File: src/rtl/seg_scan_capture_if.sv
// Scan-bus capture interface: raw digit-select/segment lines in, decoded frame and status out.
interface seg_scan_capture_if;
   logic [7:0]  sel_in;
   logic [6:0]  seg_in;
   logic [31:0] digits;
   logic [7:0]  blank_mask;
   logic        frame_valid;
   logic        err_sel;
   logic        err_seg;
   logic        stalled;

   // Scan source / checker side
   modport master (
      output sel_in, seg_in,
      input  digits, blank_mask, frame_valid, err_sel, err_seg, stalled
   );

   // Decoder side
   modport slave (
      input  sel_in, seg_in,
      output digits, blank_mask, frame_valid, err_sel, err_seg, stalled
   );
endinterface

File: src/rtl/seg_scan_capture.sv
// Receive-side decoder for the 8-digit multiplexed seven-segment scan bus.
// Waits for each scanned vector to settle, decodes it into a shadow frame and
// commits the frame once every digit has been seen.
module seg_scan_capture #(
   parameter int unsigned SETTLE  = 4,
   parameter int unsigned TIMEOUT = 20000
) (
   input  logic              clk,
   input  logic              rst,
   seg_scan_capture_if.slave bus
);

   localparam int unsigned SEL_W = 8;
   localparam int unsigned SEG_W = 7;
   localparam int unsigned VEC_W = SEL_W + SEG_W;
   localparam int unsigned CNT_W = $clog2(SETTLE + 1);
   localparam int unsigned TMO_W = $clog2(TIMEOUT + 1);

   // Count holds matching sample pairs, so SETTLE samples means SETTLE-1 matches.
   localparam logic [CNT_W-1:0] CNT_LAST = CNT_W'(SETTLE - 1);
   localparam logic [CNT_W-1:0] CNT_ARM  = CNT_W'(SETTLE - 2);
   localparam logic [TMO_W-1:0] TMO_MAX  = TMO_W'(TIMEOUT);

   logic [VEC_W-1:0] vec_q, prev_q, cap_vec_q;
   logic [CNT_W-1:0] cnt_q, cnt_d;
   logic             cap_q, cap_d;
   logic [TMO_W-1:0] tmo_q, tmo_d;
   logic             stalled_q, stalled_d;
   logic [7:0]       seen_q, seen_d;
   logic [31:0]      shadow_q, shadow_d;
   logic [7:0]       shblank_q, shblank_d;
   logic [31:0]      digits_q, digits_d;
   logic [7:0]       blank_q, blank_d;
   logic             fv_q, fv_d;
   logic             err_sel_q, err_sel_d;
   logic             err_seg_q, err_seg_d;

   logic [SEL_W-1:0] cap_sel_c;
   logic [SEG_W-1:0] cap_seg_c;
   logic [3:0]       dec_nib_c;
   logic             dec_blank_c;
   logic             dec_bad_c;
   logic             cap_onehot_c;

   assign cap_sel_c = cap_vec_q[VEC_W-1:SEG_W];
   assign cap_seg_c = cap_vec_q[SEG_W-1:0];

   // Input sampling: one register stage plus the previous sample for comparison
   always_ff @(posedge clk) begin
      if (rst) begin
         vec_q  <= '0;
         prev_q <= '0;
      end else begin
         vec_q  <= {bus.sel_in, bus.seg_in};
         prev_q <= vec_q;
      end
   end

   // Stability counter; capture fires once, on the match that completes SETTLE samples
   always_comb begin
      cnt_d = cnt_q;
      cap_d = 1'b0;
      if (vec_q != prev_q) begin
         cnt_d = '0;
      end else if (cnt_q != CNT_LAST) begin
         cnt_d = cnt_q + CNT_W'(1);
         cap_d = (cnt_q == CNT_ARM);
      end
   end

   // Stability counter and captured vector registers
   always_ff @(posedge clk) begin
      if (rst) begin
         cnt_q     <= '0;
         cap_q     <= 1'b0;
         cap_vec_q <= '0;
      end else begin
         cnt_q <= cnt_d;
         cap_q <= cap_d;
         if (cap_d) begin
            cap_vec_q <= vec_q;
         end
      end
   end

   // Segment pattern (a..g) to hex nibble; dark digit decodes to 0 with blank set
   always_comb begin
      dec_nib_c   = 4'h0;
      dec_blank_c = 1'b0;
      dec_bad_c   = 1'b0;
      case (cap_seg_c)
         7'b1111110: dec_nib_c = 4'h0;
         7'b0110000: dec_nib_c = 4'h1;
         7'b1101101: dec_nib_c = 4'h2;
         7'b1111001: dec_nib_c = 4'h3;
         7'b0110011: dec_nib_c = 4'h4;
         7'b1011011: dec_nib_c = 4'h5;
         7'b1011111: dec_nib_c = 4'h6;
         7'b1110000: dec_nib_c = 4'h7;
         7'b1111111: dec_nib_c = 4'h8;
         7'b1111011: dec_nib_c = 4'h9;
         7'b1110111: dec_nib_c = 4'hA;
         7'b0011111: dec_nib_c = 4'hB;
         7'b1001110: dec_nib_c = 4'hC;
         7'b0111101: dec_nib_c = 4'hD;
         7'b1001111: dec_nib_c = 4'hE;
         7'b1000111: dec_nib_c = 4'hF;
         7'b0000000: dec_blank_c = 1'b1;
         default: begin
            dec_nib_c = 4'hF;
            dec_bad_c = 1'b1;
         end
      endcase
   end

   assign cap_onehot_c = cap_q && $onehot(cap_sel_c);

   // Capture processing: shadow update, frame commit, error pulses and stall tracking
   always_comb begin
      seen_d    = seen_q;
      shadow_d  = shadow_q;
      shblank_d = shblank_q;
      digits_d  = digits_q;
      blank_d   = blank_q;
      fv_d      = 1'b0;
      err_sel_d = cap_q && (cap_sel_c != '0) && !$onehot(cap_sel_c);
      err_seg_d = 1'b0;
      tmo_d     = tmo_q;
      stalled_d = stalled_q;
      if (cap_onehot_c) begin
         for (int b = 0; b < 8; b++) begin
            if (cap_sel_c[b]) begin
               shadow_d[4*b +: 4] = dec_nib_c;
               shblank_d[b]       = dec_blank_c;
            end
         end
         seen_d    = seen_q | cap_sel_c;
         err_seg_d = dec_bad_c;
         tmo_d     = '0;
         stalled_d = 1'b0;
         if (seen_d == 8'hFF) begin
            digits_d = shadow_d;
            blank_d  = shblank_d;
            fv_d     = 1'b1;
            seen_d   = '0;
         end
      end else begin
         // Blanking and bad-select captures neither feed the frame nor reset the timeout
         if (tmo_q != TMO_MAX) begin
            tmo_d = tmo_q + TMO_W'(1);
         end
         if (tmo_d == TMO_MAX) begin
            stalled_d = 1'b1;
            seen_d    = '0;
         end
      end
   end

   // Frame, shadow and status registers
   always_ff @(posedge clk) begin
      if (rst) begin
         seen_q    <= '0;
         shadow_q  <= '0;
         shblank_q <= '0;
         digits_q  <= '0;
         blank_q   <= 8'hFF;
         fv_q      <= 1'b0;
         err_sel_q <= 1'b0;
         err_seg_q <= 1'b0;
         tmo_q     <= '0;
         stalled_q <= 1'b0;
      end else begin
         seen_q    <= seen_d;
         shadow_q  <= shadow_d;
         shblank_q <= shblank_d;
         digits_q  <= digits_d;
         blank_q   <= blank_d;
         fv_q      <= fv_d;
         err_sel_q <= err_sel_d;
         err_seg_q <= err_seg_d;
         tmo_q     <= tmo_d;
         stalled_q <= stalled_d;
      end
   end

   assign bus.digits      = digits_q;
   assign bus.blank_mask  = blank_q;
   assign bus.frame_valid = fv_q;
   assign bus.err_sel     = err_sel_q;
   assign bus.err_seg     = err_seg_q;
   assign bus.stalled     = stalled_q;

endmodule

File: src/flat_wrapper.sv
// flat-port wrapper written by rule: the top's interface ports become plain ports
module seg_scan_capture_flat 
#(
   parameter int unsigned SETTLE  = 4,
   parameter int unsigned TIMEOUT = 20000
)
  (clk, rst, bus_sel_in, bus_seg_in, bus_digits, bus_blank_mask, bus_frame_valid, bus_err_sel, bus_err_seg, bus_stalled);
  seg_scan_capture_if bus_i ();
  input  logic clk;
  input  logic rst;
  input wire logic [$bits(bus_i.sel_in)-1:0] bus_sel_in;
  input wire logic [$bits(bus_i.seg_in)-1:0] bus_seg_in;
  output wire logic [$bits(bus_i.digits)-1:0] bus_digits;
  output wire logic [$bits(bus_i.blank_mask)-1:0] bus_blank_mask;
  output wire logic [$bits(bus_i.frame_valid)-1:0] bus_frame_valid;
  output wire logic [$bits(bus_i.err_sel)-1:0] bus_err_sel;
  output wire logic [$bits(bus_i.err_seg)-1:0] bus_err_seg;
  output wire logic [$bits(bus_i.stalled)-1:0] bus_stalled;
  assign bus_i.sel_in = bus_sel_in;
  assign bus_i.seg_in = bus_seg_in;
  assign bus_digits = bus_i.digits;
  assign bus_blank_mask = bus_i.blank_mask;
  assign bus_frame_valid = bus_i.frame_valid;
  assign bus_err_sel = bus_i.err_sel;
  assign bus_err_seg = bus_i.err_seg;
  assign bus_stalled = bus_i.stalled;
  seg_scan_capture #(.SETTLE(SETTLE), .TIMEOUT(TIMEOUT)) u_core (.clk(clk), .rst(rst), .bus(bus_i));
endmodule
File: config.mk
export PLATFORM = sky130hd
export DESIGN_NAME = seg_scan_capture_flat
export DESIGN_NICKNAME = d
export VERILOG_FILES = /design/src/rtl/seg_scan_capture_if.sv /design/src/rtl/seg_scan_capture.sv /design/src/flat_wrapper.sv
export SDC_FILE = /design/constraint.sdc
export NUM_CORES = 1
export LEC_CHECK = 0
export CAP_MARGIN = 15
export CELL_PAD_IN_SITES_DETAIL_PLACEMENT = 1
export CELL_PAD_IN_SITES_GLOBAL_PLACEMENT = 2
export CORE_MARGIN = 2
export CORE_UTILIZATION = 25
export DETAILED_ROUTE_END_ITERATION = 6
export PLACE_DENSITY = 0.56
export SYNTH_ARGS = -nofsm -noshare
export SYNTH_HDL_FRONTEND = slang
export SYNTH_SLANG_ARGS = --single-unit
export TNS_END_PERCENT = 10
File: constraint.sdc
create_clock -name clk -period 5.6 [get_ports clk]
set_input_delay 1.12 -clock clk [delete_from_list [all_inputs] [get_ports clk]]
set_output_delay 1.12 -clock clk [all_outputs]
set_load 0.02 [all_outputs]
Yosys cells after proc, flatten, opt, wreduce, memory -nomap -nowiden:

Index checks and enable logic that the tools add are counted.

* register bits: 156
* latch bits: 0
* RAM bits: 0
* bits in read-only memories: 0
* input port bits: 17
* output and inout port bits: 44
* word-level logic and storage cells: 89
* memories kept: 0

* add/sub/neg operators: 9
* multipliers: 0
* div/mod/pow operators: 0
* $lt $le $gt $ge: 0
* equality and inequality tests: 23
* shift-type cells: 0
* muxes and demuxes: 27
* bitwise gates (word level): 2
* reduce and logical (&&, ||, !) cells: 13

Operators with widths (count)
* $eq 7x7->1 const B: 12
* $pmux 4 s15: 1
* $mux 4: 8
* $mux 15: 2
* $mux 8: 3
* $eq 7x6->1 const B: 3
* $reduce_or 17->1: 1
* $add 15x1->15 const B: 1
* $eq 15x15->1 const B: 1
* $ne 15x15->1: 1
* $ne 15x15->1 const B: 1
* $mux 1: 13
* $add 4x4->4: 3
* $add 1x1->2: 4
* $eq 8x8->1 const B: 1
* $or 8x8->8: 1
* $reduce_bool 8->1: 1
* $reduce_or 2->1: 4
* $eq 7x5->1 const B: 1
* $logic_not 7->1: 1
* $eq 4x1->1 const B: 1
* $add 3x1->3 const B: 1
* $eq 3x2->1 const B: 1
* $logic_and 1x1->1: 3
* 5 further kinds: 5

Logic depth before layout (Yosys ltp):

Gate-level depths: netlist of run 1.

* word-level depth: 9
* gate-level depth with buffers: 17
* gate-level depth less buffers: 14

Least setup slack after synthesis of run 1:

OpenSTA, ideal clock, no wires.

* path type: register to register
* start point: register u_core.cap_vec_q[13]
* end point: register u_core.digits_q[31], in the netlist u_core.bus.digits[31]
* library setup time: 0.070 ns
* data arrival time: 4.146 ns
* required time: 5.530 ns
* slack: 1.384 ns
* cell stages (with the launch flop): 18
* path buffers: 3
* period minus slack after synthesis: 4.216 ns
* cells stage by stage: dfxtp_1 clkbuf_1 inv_1 ha_1 inv_1 fa_1 fa_1 inv_1 ha_1 fa_1 nor4b_2 and2_1 and2_1 buf_2 buf_2 o21ai_0 a21o_1 a21oi_1

* cells in the longest elaborated chain, start to end: 6
* elaborated cells on any way between the ends: 8
* those cells by class: add/sub (3); eq/ne (2); bitwise (1); reduce/logical (2)

Ends and longest elaborated chain
* from (decl): RTL line seg_scan_capture.sv:24 `logic [VEC_W-1:0] vec_q, prev_q, cap_vec_q;`
* from (signal assigned): RTL line seg_scan_capture.sv:81 `cap_vec_q <= vec_q;`
* $add 1x1->2 (implied by the code): RTL line seg_scan_capture.sv:116 `assign cap_onehot_c = cap_q && $onehot(cap_sel_c);`
* $add 4x4->4 (implied by the code) (2 in a row): RTL line seg_scan_capture.sv:116
* $eq 4x1->1: RTL line seg_scan_capture.sv:116
* $logic_and 1x1->1: RTL line seg_scan_capture.sv:116
* $reduce_and 2->1 (no line) (*)
* to (signal assigned): RTL line seg_scan_capture.sv:176 `digits_q <= digits_d;`
* to (decl): RTL line seg_scan_capture.sv:32 `logic [31:0] digits_q, digits_d;`

Every way passes the cells marked *; elsewhere a longest branch is shown, timed or not.
A chain may end at the register's enable or synchronous reset.

Final worst setup path of run 1:

* start point: register u_core.cap_vec_q[14]
* end point: register u_core.seen_q[4]

* cells in the longest elaborated chain, start to end: 6
* elaborated cells on any way between the ends: 10
* those cells by class: add/sub (3); eq/ne (2); mux (2); bitwise (1); reduce/logical (2)

Ends and longest elaborated chain
* $add 1x1->2 (implied by the code): RTL line seg_scan_capture.sv:116
* $add 4x4->4 (implied by the code) (2 in a row): RTL line seg_scan_capture.sv:116
* $eq 4x1->1: RTL line seg_scan_capture.sv:116
* $logic_and 1x1->1: RTL line seg_scan_capture.sv:116
* $mux 8 / $reduce_bool 2->1 (equally long branches)
* to (signal assigned): RTL line seg_scan_capture.sv:173 `seen_q <= seen_d;`
* to (decl): RTL line seg_scan_capture.sv:29 `logic [7:0] seen_q, seen_d;`

Parallel ways exist; a longest one is shown, timed or not.

==> metrics.txt, run 1 <==
run status finished, final reports clean; Reg clk slew, reported paths around 70 ps; first-pass GRT wire length roughly 33 mm; Num CTS Buffers 17; R2R setup slack slightly below 900 ps; Final nets 866; Post-CTS Hold Fix Bufs 0; # setup viols final 0; # H-tree levels 4; maxcap violations 0; crit path kind flip-flop to flip-flop; sequential area share after synthesis 44.8%; Place WS roughly 860 ps; CP max-delay cell dfxtp_1; CP max stage delay between 700 and 800 ps; DRT antenna net count 0; Slew @ Worst Pin about 950 ps; fin. max-slew vios 0; Port-buffer cells 60; WL/cell around 16 microns; post-layout utilization of the core 30.6%; fin crit share 84.2%; Initial Util about 25%; CP Capture Type flip-flop; LEAKAGE 0.00298 uW; Yosys cell types 60; CP Data Required Time around 6000 ps; critical path arrival just over 5000 ps; # fillers roughly 3,200; Final HPWL DP 13.2 mm; pin count of the biggest net entering global routing between 80 and 90; Post-synth top flop dfxtp_1; CTS Buffer Depth 2; Synth warnings 0; RSZ-0062 raised after global routing false; io pins 61; post-cts resize count 0; Core Region approximately 28,000 sq um; antenna cells 0; FF-to-FF Start u_core.cap_vec_q[14]; commonest cells in the synthesized netlist 156 x dfxtp_1, 125 x nor2_1, 55 x a21oi_1; total grt overflow 0; die width around 170 microns; Slew headroom between 30% and 40%; CTS Root Buffer Type clkbuf_16; CTS Sinks 156; final wirelength 19.6 mm; Pre-Repair DR Iteration Count 4; Vert. Die Dim 171 microns; min cycle time layout 4710 ps; gr usage total between 10 and 15%; CTS tree yes; reg2reg path depth 14; post-synthesis register bit count around 160; placed cell count around 1,200; Rows just over 60; setup TNS 0 ps; Synth Area per Inst between 8 and 9 sq um; Multi-input gate area 3500 sq um; Setup Skew about 12 ps; via count approximately 5,700; crit path capture u_core.seen_q[4]; DR vias/cell around 4.7; vias in the first global route 5,968; GPL Wtd Cong roughly 0.72; antenna violations before repair 0; latest clock arrival within the worst-skew pair 430 ps; Synth Net Count 842; fmax 212 MHz; P per Cell Area approximately 280 nW/um^2; post-synth top area share roughly 45%; Hold WC Path Type flip-flop to flip-flop; Final Hold Viols 0; Peak VDD IR between 0.15 and 0.2 mV; number of flops mapped to enable cells by yosys 0; CP Launch Point u_core.cap_vec_q[14]; die area 29,300 sq um; critical path peak fanout 15; Yosys top cell by area dfxtp_1; asr flop ratio synth 0%; Area contributors post-synth dfxtp_1 45%, nor2_1 6.7%, a21oi_1 3.9%, a211oi_1 3.4%, xnor2_1 3.0%; r2r endpoint u_core.seen_q[4]; worst setup margin ~900 ps; crit path cell chain inv_1 > ha_1 > inv_1 > fa_1 > fa_1 > inv_1 > ha_1 > fa_1 > nor4b_2 > buf_4 > and2_1 > nor3b_2 > or4b_4 > nor3b_1; DR iter-0 viols between 200 and 250; Non-Filler Instances 1,221; Post-CTS Setup Bufs 0; FF+latch area ~3100 sq um; startpoint types flip-flop; most instantiated library cell after synthesis dfxtp_1; Layout area overhead 21.3%; synthesized cell area around 7000 sq um; drt drc 0; ratio of cells with drive above 1 in the final layout 6.88%; Gate Count Post-Synth between 800 and 900
[cells by family (layout without fill, tap and decap cells)]
| logic type | Yosys count | after routing | share of synthesized area, % |
|---|---|---|---|
| AOI/OAI and AO/OA | 168 | 168 | 15.3 |
| xor gates and xnor gates | 32 | 32 | 4.02 |
| adders and majority gates | 19 | 19 | 3.84 |
| buffers and inverters | 87 | 124 | 5.06 |
| DFF | 156 | 156 | 44.8 |
| muxes | 17 | 17 | 2.44 |
| and+or+nand+nor | 327 | 327 | 24.6 |
[flip-flops by register name (all words and copies together), names as in the netlist]
register                cells
u_core.bus.blank_mask       8
u_core.bus.digits          32
u_core.bus.err_seg          1
u_core.bus.err_sel          1
u_core.bus.frame_valid      1
u_core.bus.stalled          1
u_core.cap_q                1
u_core.cap_vec_q           15
u_core.cnt_q                3
u_core.prev_q              15
u_core.seen_q               8
u_core.shadow_q            32
u_core.shblank_q            8
u_core.tmo_q               15
u_core.vec_q               15
[power by group]
| group | total, uW | switching [uW] | leakage, uW | internal (uW) |
|---|---|---|---|---|
| combinational | 57.2 | 30.2 | 0.00142 | 26.9 |
| clock | 1160 | 558 | 0.000290 | 603 |
| sequential | 1130 | 10.7 | 0.00126 | 1120 |
[worst max-delay path, delay by kind of cell (launching register included)]
| family | cells | cell delay (ps) |
|---|---|---|
| adders and majority gates | 5 | 1900 |
| and+or+nand+nor | 5 | 1540 |
| DFF | 1 | 730 |
| buffers and inverters | 4 | 420 |
[per-stage QoR]
step                power, uW  hold WS [ps]  instance area [sq um]
detailed placement       1220           450                   7860
global route             2450           483                   8470
global placement         1210           445                   7860
CTS                      2390           461                   8470
floorplan                1190           450                   6980
finish                   2350           457                   8470
[metal layers]
| layer | GRT usage [%] | up-vias | part of all wire [%] |
|---|---|---|---|
| met5 | 0 | - | 0 |
| met3 | 3.05 | 11 | 3.3 |
| li1 | - | 2831 | - |
| met4 | 3.72 | 0 | 0.96 |
| met1 | 18.8 | 2788 | 50 |
| met2 | 23.2 | 81 | 46 |
[how the worst min path moves through the flow]
stage | cells past startpoint | slack, ps | endpoint | start
global route | 2 | 480 | u_core.bus.digits[13] | u_core.bus.digits[13]
global placement | 1 | 450 | u_core.bus.blank_mask[2] | u_core.bus.blank_mask[2]
floorplan | 2 | 450 | u_core.shadow_q[30] | u_core.shadow_q[30]
CTS | 2 | 460 | u_core.bus.digits[13] | u_core.bus.digits[13]
finish | 2 | 460 | u_core.bus.digits[11] | u_core.bus.digits[11]
detailed placement | 2 | 450 | u_core.bus.digits[13] | u_core.bus.digits[13]
[cell usage in the layout (no fill, tap or decap), types with 3 or more instances in the layout]
cell type	Yosys	final
or3_1	4	4
buf_4	1	13
xor2_1	8	8
mux2i_1	17	17
nor2_1	125	125
a211oi_1	32	32
a311oi_1	3	3
o21ai_0	30	30
inv_8	0	4
a21o_1	23	23
and4_1	7	7
a211o_1	9	9
nand4_1	7	7
nor3_1	19	19
nand2_1	42	41
clkbuf_16	0	17
nor4_1	12	12
and2_1	7	7
nor3b_1	11	11
inv_1	20	20
clkinv_8	0	5
nand4b_1	4	4
fa_1	4	4
xnor2_1	24	24
dfxtp_1	156	156
ha_1	15	15
a21oi_1	55	55
and3_1	13	13
o22ai_1	5	5
nor2b_1	33	33
clkdlybuf4s50_1	0	59
clkinv_4	0	3
nand3_1	20	20
[layout make-up]
cell class	count	area share, %
clock buffers	17	5.02
clock inverters	15	2.10
inverters	20	0.887
well taps	378	5.59
flip-flops and latches	156	36.9
repair buffers	72	8.13
multi-input cells	563	41.4
Power figures use the tool's default switching activity.
==> inputs of run 2 (changes only) <==
Settings changed: PLACE_DENSITY 0.56 to 0.59.
Clock period 5.6 ns to 4.2 ns, I/O delays scaled along.
==> metrics.txt, run 2 (synthesis gave the netlist of run 1 again) <==
Hold WC Path Type flip-flop to flip-flop; LEAKAGE slightly above 0.003 uW; CP max stage delay 610 ps; Num CTS Buffers 17; total grt overflow 0; min cycle time layout 3930 ps; DR iter-0 viols approximately 200; Rows 61; latest clock arrival within the worst-skew pair around 430 ps; Placed Area 7990 sq um; fin. max-slew vios 0; setup TNS 0 ps; min-delay src u_core.bus.digits[29]; GPL Wtd Cong about 0.79; Final HPWL DP between 10 and 15 mm; post-cts resize count 0; antenna violations before repair 0; P per Cell Area approximately 370 nW/um^2; DR vias/cell ~4.7; CP max-delay cell or4b_4; crit path cell chain inv_1 > ha_1 > inv_1 > fa_1 > fa_1 > inv_1 > ha_1 > fa_1 > nor4b_4 > and2_2 > nor3b_2 > or4b_4 > nor3b_1; Port-buffer cells 60; fin crit share just over 90%; CP Launch Point u_core.cap_vec_q[14]; die area ~29,000 sq um; fmax 254 MHz; FF-to-FF Start u_core.cap_vec_q[14]; final wirelength between 15 and 20 mm; Initial Util approximately 25%; crit path kind flip-flop to flip-flop; commonest cells after routing, fill and taps aside 156 x dfxtp_1, 125 x nor2_1, 59 x clkdlybuf4s50_1, 55 x a21oi_1, 41 x nand2_1; Reg clk slew, reported paths about 70 ps; critical path arrival between 4000 and 5000 ps; RSZ-0062 raised after global routing false; Pre-Repair DR Iteration Count 4; Post-CTS Hold Fix Bufs 0; CTS Root Buffer Type clkbuf_16; drt drc 0; antenna cells 0; Slew @ Worst Pin about 960 ps; ratio of cells with drive above 1 in the final layout between 8 and 9%; CTS Sinks roughly 160; DRT antenna net count 0; WL/cell 15.8 microns; CTS Buffer Depth 2; startpoint types flip-flop; Layout area overhead 23.1%; # setup viols final 0; first-pass GRT wire length around 32 mm; Final Hold Viols 0; CP Data Required Time around 4500 ps; Final nets 880; gr usage total between 10 and 15%; # H-tree levels 4; Core Region approximately 28,000 sq um; Peak VDD IR approximately 0.27 mV; vias in the first global route 6,085; pin count of the biggest net entering global routing 66; via count ~5,700; io pins just over 60; CP Capture Type flip-flop; Vert. Die Dim ~170 microns; Slew headroom a little over a third; most common cell after layout, fill and taps aside dfxtp_1; Post-CTS Setup Bufs 0; critical path peak fanout 8; CTS tree yes; run status finished, final reports clean; Final Cell Area between 8000 and 9000 sq um; die width about 170 microns; Setup Skew 15.3 ps; maxcap violations 0
## run 2: changes by cell type in the layout (fill, tap and decap cells not counted), sizes merged
cell,change
bufinv,+1
inv,+3
clkinv,-6
buf,+14
clkinvlp,+2
## run 2: layer usage
layer | track usage (%) | up-vias | routed length (microns)
met4 | 3.68 | 0 | 206
met3 | 2.66 | 15 | 461
li1 | - | 2867 | -
met2 | 24.6 | 65 | 9480
met1 | 17.7 | 2802 | 9350
met5 | 0 | - | 0
## run 2: final timing paths
kind	end	slack [ps]	cells past startpoint
worst max-delay path	u_core.seen_q[7]	270	13
worst min-delay path	u_core.bus.digits[29]	460	2
worst max register to register	u_core.seen_q[7]	270	13
worst min register to register	u_core.bus.digits[29]	460	2
## run 2: per-stage QoR
| stage | util (%) | std cells | power [uW] | hold slack (ps) | setup slack, ps |
|---|---|---|---|---|---|
| 4_1_cts | 31.1 | 1235 | 3210 | 460 | 167 |
| 3_3_place_gp | 28.9 | 1203 | 1620 | 444 | 329 |
| 3_5_place_dp | 28.9 | 1203 | 1620 | 450 | 188 |
| 6_report | 31.1 | 1235 | 3160 | 459 | 270 |
| 5_1_grt | 31.1 | 1235 | 3280 | 484 | 4.28 |
| 2_1_floorplan | - | 806 | 1590 | 450 | 68.4 |
## run 2: report_power, final
| part | internal [uW] | total, uW | switching, uW |
|---|---|---|---|
| combinational | 36.5 | 77.3 | 40.8 |
| sequential | 1490 | 1510 | 14.5 |
| clock | 852 | 1570 | 720 |
## run 2: worst max-delay path, delay by kind of cell, from the launching register on
| family | cells | cell delay [ps] |
|---|---|---|
| simple gates | 5 | 1240 |
| buf+inv | 3 | 180 |
| fa+ha+maj | 5 | 1980 |
| flops | 1 | 410 |
## run 2: cell type report
class | instances | area (sq um)
well taps | 378 | 473
fillers | 3213 | 19000
flip-flops and latches | 156 | 3120
inverters | 20 | 75.1
clock buffers | 17 | 425
multi-input cells | 563 | 3510
repair buffers | 86 | 806
clock inverters | 15 | 174
